**src/rtl/piso_serializer.sv**
```systemverilog
// piso_serializer: WIDTH-bit parallel-in/serial-out shifter with valid/ready load, DIV-cycle bit period and selectable bit order
// Ports: clk, reset_n (async active-low); load_valid/load_ready/d load handshake; q/q_valid serial
// output; frame_start/frame_done one-cycle framing strobes; busy while a frame is shifting.
// Define PISO_SERIALIZER_DBUF_EN to add a one-word hold buffer for gapless back-to-back frames.
module piso_serializer #(
  parameter int WIDTH = 8,
  parameter int DIV = 1,
  parameter bit LSB_FIRST = 1'b0
) (
  input  logic             clk,
  input  logic             reset_n,
  input  logic             load_valid,
  output logic             load_ready,
  input  logic [WIDTH-1:0] d,
  output logic             q,
  output logic             q_valid,
  output logic             frame_start,
  output logic             frame_done,
  output logic             busy
);
  localparam int BW = $clog2(WIDTH);
  localparam int DW = (DIV > 1) ? $clog2(DIV) : 1;
  localparam logic [BW-1:0] BIT_LAST = BW'(WIDTH - 1);
  localparam logic [DW-1:0] DIV_LAST = DW'(DIV - 1);
  typedef enum logic {IDLE, SHIFT} state_t;
  state_t state_q, state_d;
  logic [WIDTH-1:0] sr_q, sr_d, sr_adv;
  logic [BW-1:0] bit_q, bit_d;
  logic [DW-1:0] div_q, div_d;
  logic ready_q, q_q, valid_q, start_q, done_q;
  logic accept, bit_end, last, head_d;
`ifdef PISO_SERIALIZER_DBUF_EN
  logic [WIDTH-1:0] hold_q, hold_d;
  logic hold_full_q, hold_full_d;
`endif
  assign accept  = load_valid && ready_q;
  assign bit_end = (state_q == SHIFT) && (div_q == DIV_LAST);
  assign last    = bit_end && (bit_q == BIT_LAST);
  assign sr_adv  = LSB_FIRST ? (sr_q >> 1) : (sr_q << 1);
  assign head_d  = LSB_FIRST ? sr_d[0] : sr_d[WIDTH-1];
  always_comb begin
    state_d = state_q;
    sr_d = sr_q;
    bit_d = bit_q;
    div_d = div_q;
`ifdef PISO_SERIALIZER_DBUF_EN
    hold_d = hold_q;
    hold_full_d = hold_full_q;
`endif
    if (state_q == IDLE) begin
      if (accept) begin
        state_d = SHIFT;
        sr_d = d;
        bit_d = '0;
        div_d = '0;
      end
    end else begin
      div_d = bit_end ? '0 : div_q + 1'b1;
      bit_d = bit_end ? (last ? '0 : bit_q + 1'b1) : bit_q;
      sr_d = bit_end ? sr_adv : sr_q;
      if (last) begin
`ifdef PISO_SERIALIZER_DBUF_EN
        // A buffered word, or one accepted right at frame end, starts the next frame with no gap.
        if (hold_full_q) begin
          sr_d = hold_q;
          hold_full_d = 1'b0;
        end else if (accept) begin
          sr_d = d;
        end else begin
          state_d = IDLE;
        end
`else
        state_d = IDLE;
`endif
      end
`ifdef PISO_SERIALIZER_DBUF_EN
      else if (accept) begin
        hold_d = d;
        hold_full_d = 1'b1;
      end
`endif
    end
  end
  // Outputs are registered from next-state values so they line up with the state they describe.
  always_ff @(posedge clk or negedge reset_n) begin
    if (!reset_n) begin
      state_q <= IDLE;
      sr_q <= '0;
      bit_q <= '0;
      div_q <= '0;
      ready_q <= 1'b0;
      q_q <= 1'b0;
      valid_q <= 1'b0;
      start_q <= 1'b0;
      done_q <= 1'b0;
`ifdef PISO_SERIALIZER_DBUF_EN
      hold_q <= '0;
      hold_full_q <= 1'b0;
`endif
    end else begin
      state_q <= state_d;
      sr_q <= sr_d;
      bit_q <= bit_d;
      div_q <= div_d;
      q_q <= (state_d == SHIFT) && head_d;
      valid_q <= state_d == SHIFT;
      start_q <= (state_d == SHIFT) && (bit_d == '0) && (div_d == '0);
      done_q <= (state_d == SHIFT) && (bit_d == BIT_LAST) && (div_d == DIV_LAST);
`ifdef PISO_SERIALIZER_DBUF_EN
      hold_q <= hold_d;
      hold_full_q <= hold_full_d;
      ready_q <= !hold_full_d;
`else
      ready_q <= state_d == IDLE;
`endif
    end
  end
  assign load_ready  = ready_q;
  assign q           = q_q;
  assign q_valid     = valid_q;
  assign frame_start = start_q;
  assign frame_done  = done_q;
  assign busy        = valid_q;
endmodule

```
**config.mk**
```make
export PLATFORM = sky130hd
export DESIGN_NAME = piso_serializer
export DESIGN_NICKNAME = d
export VERILOG_FILES = /design/src/rtl/piso_serializer.sv
export SDC_FILE = /design/constraint.sdc
export NUM_CORES = 1
export LEC_CHECK = 0
export BUFFER_PORTS_ARGS = -buffer_cell sky130_fd_sc_hd__buf_4
export CORE_AREA = 4 4 45 47
export DETAILED_ROUTE_END_ITERATION = 16
export DIE_AREA = 0 0 49 51
export PLACE_DENSITY_LB_ADDON = 0.2
export SYNTH_ARGS = -nofsm -noshare
export SYNTH_HDL_FRONTEND = slang
export SYNTH_SLANG_ARGS = --single-unit
```
**constraint.sdc**
```tcl
create_clock -name clk -period 2.1 [get_ports clk]
set_input_delay 0.315 -clock clk [delete_from_list [all_inputs] [get_ports clk]]
set_output_delay 0.315 -clock clk [all_outputs]
set_load 0.01 [all_outputs]
```
Word level (Yosys, flattened, before mapping):

Cells that the tools add are included.

* reduce and logical (&&, ||, !) cells: 11
* eq/ne operators: 3
* div/mod/pow operators: 0
* shift-type cells: 0
* add/sub/neg operators: 2
* $lt $le $gt $ge: 0
* bitwise logic cells: 3
* multiply operators: 0
* muxes and demuxes: 13

Operators with widths (number)
* $mux 8: 3
* $mux 3: 4
* $logic_and 1x1->1: 8
* $eq 3x3->1 const B: 2
* $mux 1: 6
* $add 3x1->3 const B: 1
* $logic_not 3->1: 1
* $not 1->1: 3
* $ne 2x1->1 const B: 1
* $reduce_and 2->1: 1
* $reduce_bool 2->1: 1
* $add 1x1->1 const B: 1

* memories kept: 0
* memory bits (writable): 0
* word-level logic and storage cells: 41
* flip-flop bits (word level): 17
* ROM bits: 0
* bits in latches: 0

Depth between registers and ports, before layout:

* word-level depth: 9
* depth in mapped cells: 5
* mapped depth without buffers: 5

Least setup slack after synthesis:

Ideal clock, no wire load.

* path kind: reg2reg
* from: register bit_q[0]
* to: register start_q (netlist: frame_start)
* setup slack: 0.587 ns
* buffers on the path: 0
* stages on the path, launching flop included: 5
* library setup time: 0.095 ns
* data arrival time: 1.418 ns
* data required time: 2.005 ns
* period minus slack after synthesis: 1.513 ns
* cells stage by stage: dfrtp_1 -> ha_1 -> mux2_4 -> a22o_1 -> nor4b_2

* word-level cells in the longest chain between the ends: 8

Ends and longest elaborated chain
* start, declared: RTL line 28 `logic [BW-1:0] bit_q, bit_d;`
* start signal, assigned: RTL line 103 `bit_q <= bit_d;`
* parallel branches: the longest is 2 deep, another holds $add 3x1->3
* $mux 3 * (2 in series): RTL line 59 `bit_d = bit_end ? (last ? '0 : bit_q + 1'b1) : bit_q;`
* $mux 3 *: RTL line 50 `if (state_q == IDLE) begin`
* named net bit_d[1]: RTL line 28
* $logic_not 3->1 *: RTL line 107 `start_q <= (state_d == SHIFT) && (bit_d == '0) && (div_d == '0);`
* $logic_and 1x1->1 * (2 in series): RTL line 107
* end signal, assigned: RTL line 107
* end, declared: RTL line 30 `logic ready_q, q_q, valid_q, start_q, done_q;`

Mark *: on every way through the listed nets, which the timed path passes.
A chain may end at the register's enable or synchronous reset.

==> results.cfg <==
[synth]
netlist.top_cell.by_area = dfrtp_1
syn_nets = 81
synthDominantCellAreaShare = 0.530
post-synth-top-count-cell = dfrtp_1
yosys_warnings = 0
synth-main-ff-cell = dfrtp_1
edff_count_synth = 0
synthesis.instances = 68
synth_sequential_area_ratio = 0.530
synth_async_sr_flop_share = 1.00
syn_avg_cell_area_um2 = 11.8
netlist_top_cells_count = dfrtp_1 (17), a21o_1 (7), a22o_1 (7), nand2_1 (4), buf_2 (3)
ys_seq_elements = 17
netlist_area_um2 = 802
post_synthesis_cell_type_count = 27
synth.top_cells.by_area = dfrtp_1 (53%), a22o_1 (7.6%), a21o_1 (6.6%), ha_1 (3.1%), buf_2 (1.9%)

[detailed_routing]
detail_route.wirelength.met1_um = 697
detail_route.wl_per_cell_um = 14.4
postRouteAntennaNets = 0
post_drt_via_cell_ratio = 5.63
route.met3.wl_um = 106
route.vias.total = 569
drt_first_iter_violations = 14
drt_drc_violations_left = 0
topRoutingLayerUsed = met4
tritonroute_pass_1_iters = 4
wirelength_mm = 1.45
routed-wl-met2_um = 615

[sta]
final-hold-violation-count = 0
totalNegativeSetupSlack_ps = 0
slew-limit-headroom = 0.637
timing.final.setup_violations = 0
period_utilization = 0.787
finalWorstPathRequiredPeriod_ps = 1650
worst_clock_skew_ps = 7.40
timing_worst_slew_pin_value_ps = 544
grt_setup_unrepaired = no
final-max-slew-violation-count = 0
fmaxAchievable_ghz = 0.605

[worst_setup_path]
cells_along_the_critical_path = nor2b_1 -> nor2_1 -> a21o_1
timing.critical_path.slowest_cell_delay_ps = 580
worst_path_max_delay_cell = dfrtp_1
crit_type = reg2reg
critical_path.endpoint_type = flop
critical_path_arrival_ps = 1850
critical_path.max_fanout = 14
timing.critical_path.from_type = flop
worstPathRequired_ps = 2300

[die]
floorplan.die_area_mm2 = 0.00250
placement_rows = 15
initial_utilization = 0.486
die_h_um = 51
placeableCoreArea_mm2 = 0.00165
die_x_um = 49
num_io_pins = 17

[cells_and_area]
num_antenna_cells = 0
layout.cell_area.non_filler_um2 = 946
finish.utilization = 0.573
ratio_of_cells_with_drive_above_1_in_the_final_layout = 0.262
area_growth_syn_to_layout_pct = 17.9
fin_nets = 98

[cts]
clkSinkCount = 17
cts_buffer_depth = 2
cts.reportedPaths.clkPinSlew_ps = 100
post_cts.repair.setup_buffers = 0
cts_buffers = 3
tritoncts = built
clock_insertion_delay_worst_skew_ps = 290
cts.hold.buffers_added = 1
ctsResizeCount = 0
ctsHtreeMaxLevel = 1
clk_root_buffer_cell = clkbuf_4

[pwr]
ir_worst_vdd_uv = 808
power-per-cell-area_mw_per_mm2 = 1340
leakagePower_nw = 0.506

[global_routing]
grt_max_degree = 18
global_route_wire_length_before_repair_mm = 2.64
antenna_violations_before_repair = 0
remaining_overflow_grt = 0
number_of_global_route_vias_before_repair = 552
grt_util_all_layers = 0.135

[place]
dp_hpwl_mm = 1.06
dpl_cell_area_um2 = 910
finalWeightedCongestion = 0.754
io_buffers = 16

[flow_run]
cap_viol_max_count = 0

[worst_hold_path]
worst_hold_path_type = in2reg

[status]
outcome = finished, final reports clean
worst max-delay path: cells and delay by family (launching register included):
family | cells | cell delay (ps)
compound gates | 1 | 230
simple gates | 2 | 750
flops | 1 | 580
where the power goes:
part	leakage [nW]	switching (W)	internal, W
clock	0.0150	0.000105	0.0000740
sequential	0.221	0.000101	0.000447
combinational	0.270	0.000245	0.000298
total	0.506	0.000451	0.000818
through the flow:
| step | instances | hold WS (ps) | worst slack, ps | power (W) |
|---|---|---|---|---|
| 6_report | 101 | 233 | 446 | 0.00127 |
| 5_1_grt | 101 | 246 | 242 | 0.00138 |
| 4_1_cts | 101 | 232 | 437 | 0.00128 |
| 3_5_place_dp | 96 | 190 | 447 | 0.00110 |
| 3_3_place_gp | 96 | 190 | 468 | 0.00109 |
| 2_1_floorplan | 68 | 19.4 | 587 | 0.000948 |
logic make-up after synthesis:
kind of cell,synth area share
multiplexers,0.0312
buffers and inverters,0.0468
flip-flops,0.530
AND/OR/NAND/NOR,0.137
AO/OA/AOI/OAI,0.223
adder cells (fa/ha/maj),0.0312
state kept, by name (all words and copies together) (netlist names):
name,flops
busy,1
div_q,1
sr_q,8
load_ready,1
bit_q,3
q,1
frame_done,1
frame_start,1
worst paths after layout:
check	slack, ps	from	depth (start not counted)	to
worst min-delay path	230	d[0]	3	sr_q[0]
worst max register to register	450	busy	3	sr_q[6]
worst min register to register	490	sr_q[1]	1	sr_q[1]
worst max-delay path	450	busy	3	sr_q[6]
min in group asynchronous	410	reset_n	2	div_q
max in group asynchronous	1500	reset_n	2	bit_q[0]
layout make-up:
class                           instances  area (um2)
Multi-Input combinational cell         45         339
Fill cell                             152         706
Clock buffer                            4        26.3
Inverter                                1        3.75
Sequential cell                        17         425
Tap cell                               17        21.3
Timing Repair Buffer                   17         130
cell usage in the layout, fill, tap and decap left out:
cell           netlist  layout
a211oi_1             2       2
a21boi_0             2       2
a21o_1               7       7
a21oi_1              2       2
a22o_1               7       7
a2bb2oi_1            1       1
a31oi_1              1       1
and2_1               2       2
and3_1               1       1
and3b_1              1       1
buf_4                1      16
clkbuf_1             0       1
clkbuf_4             0       3
dfrtp_1             17      17
dlygate4sd3_1        0       1
ha_1                 2       2
inv_2                1       1
mux2_4               1       1
mux2i_1              1       1
nand2_1              4       4
nand2b_1             1       1
nor2_1               1       1
nor2b_1              2       2
nor3b_1              2       2
nor4b_1              1       1
nor4b_2              1       1
o21ai_1              2       2
or3_1                1       1
layer usage:
metal	track usage	up-vias
li1	-	278
met1	0.183	268
met2	0.193	19
met3	0.0408	4
met4	0.0673	0
met5	0	-
Power figures use the tool's default switching activity.
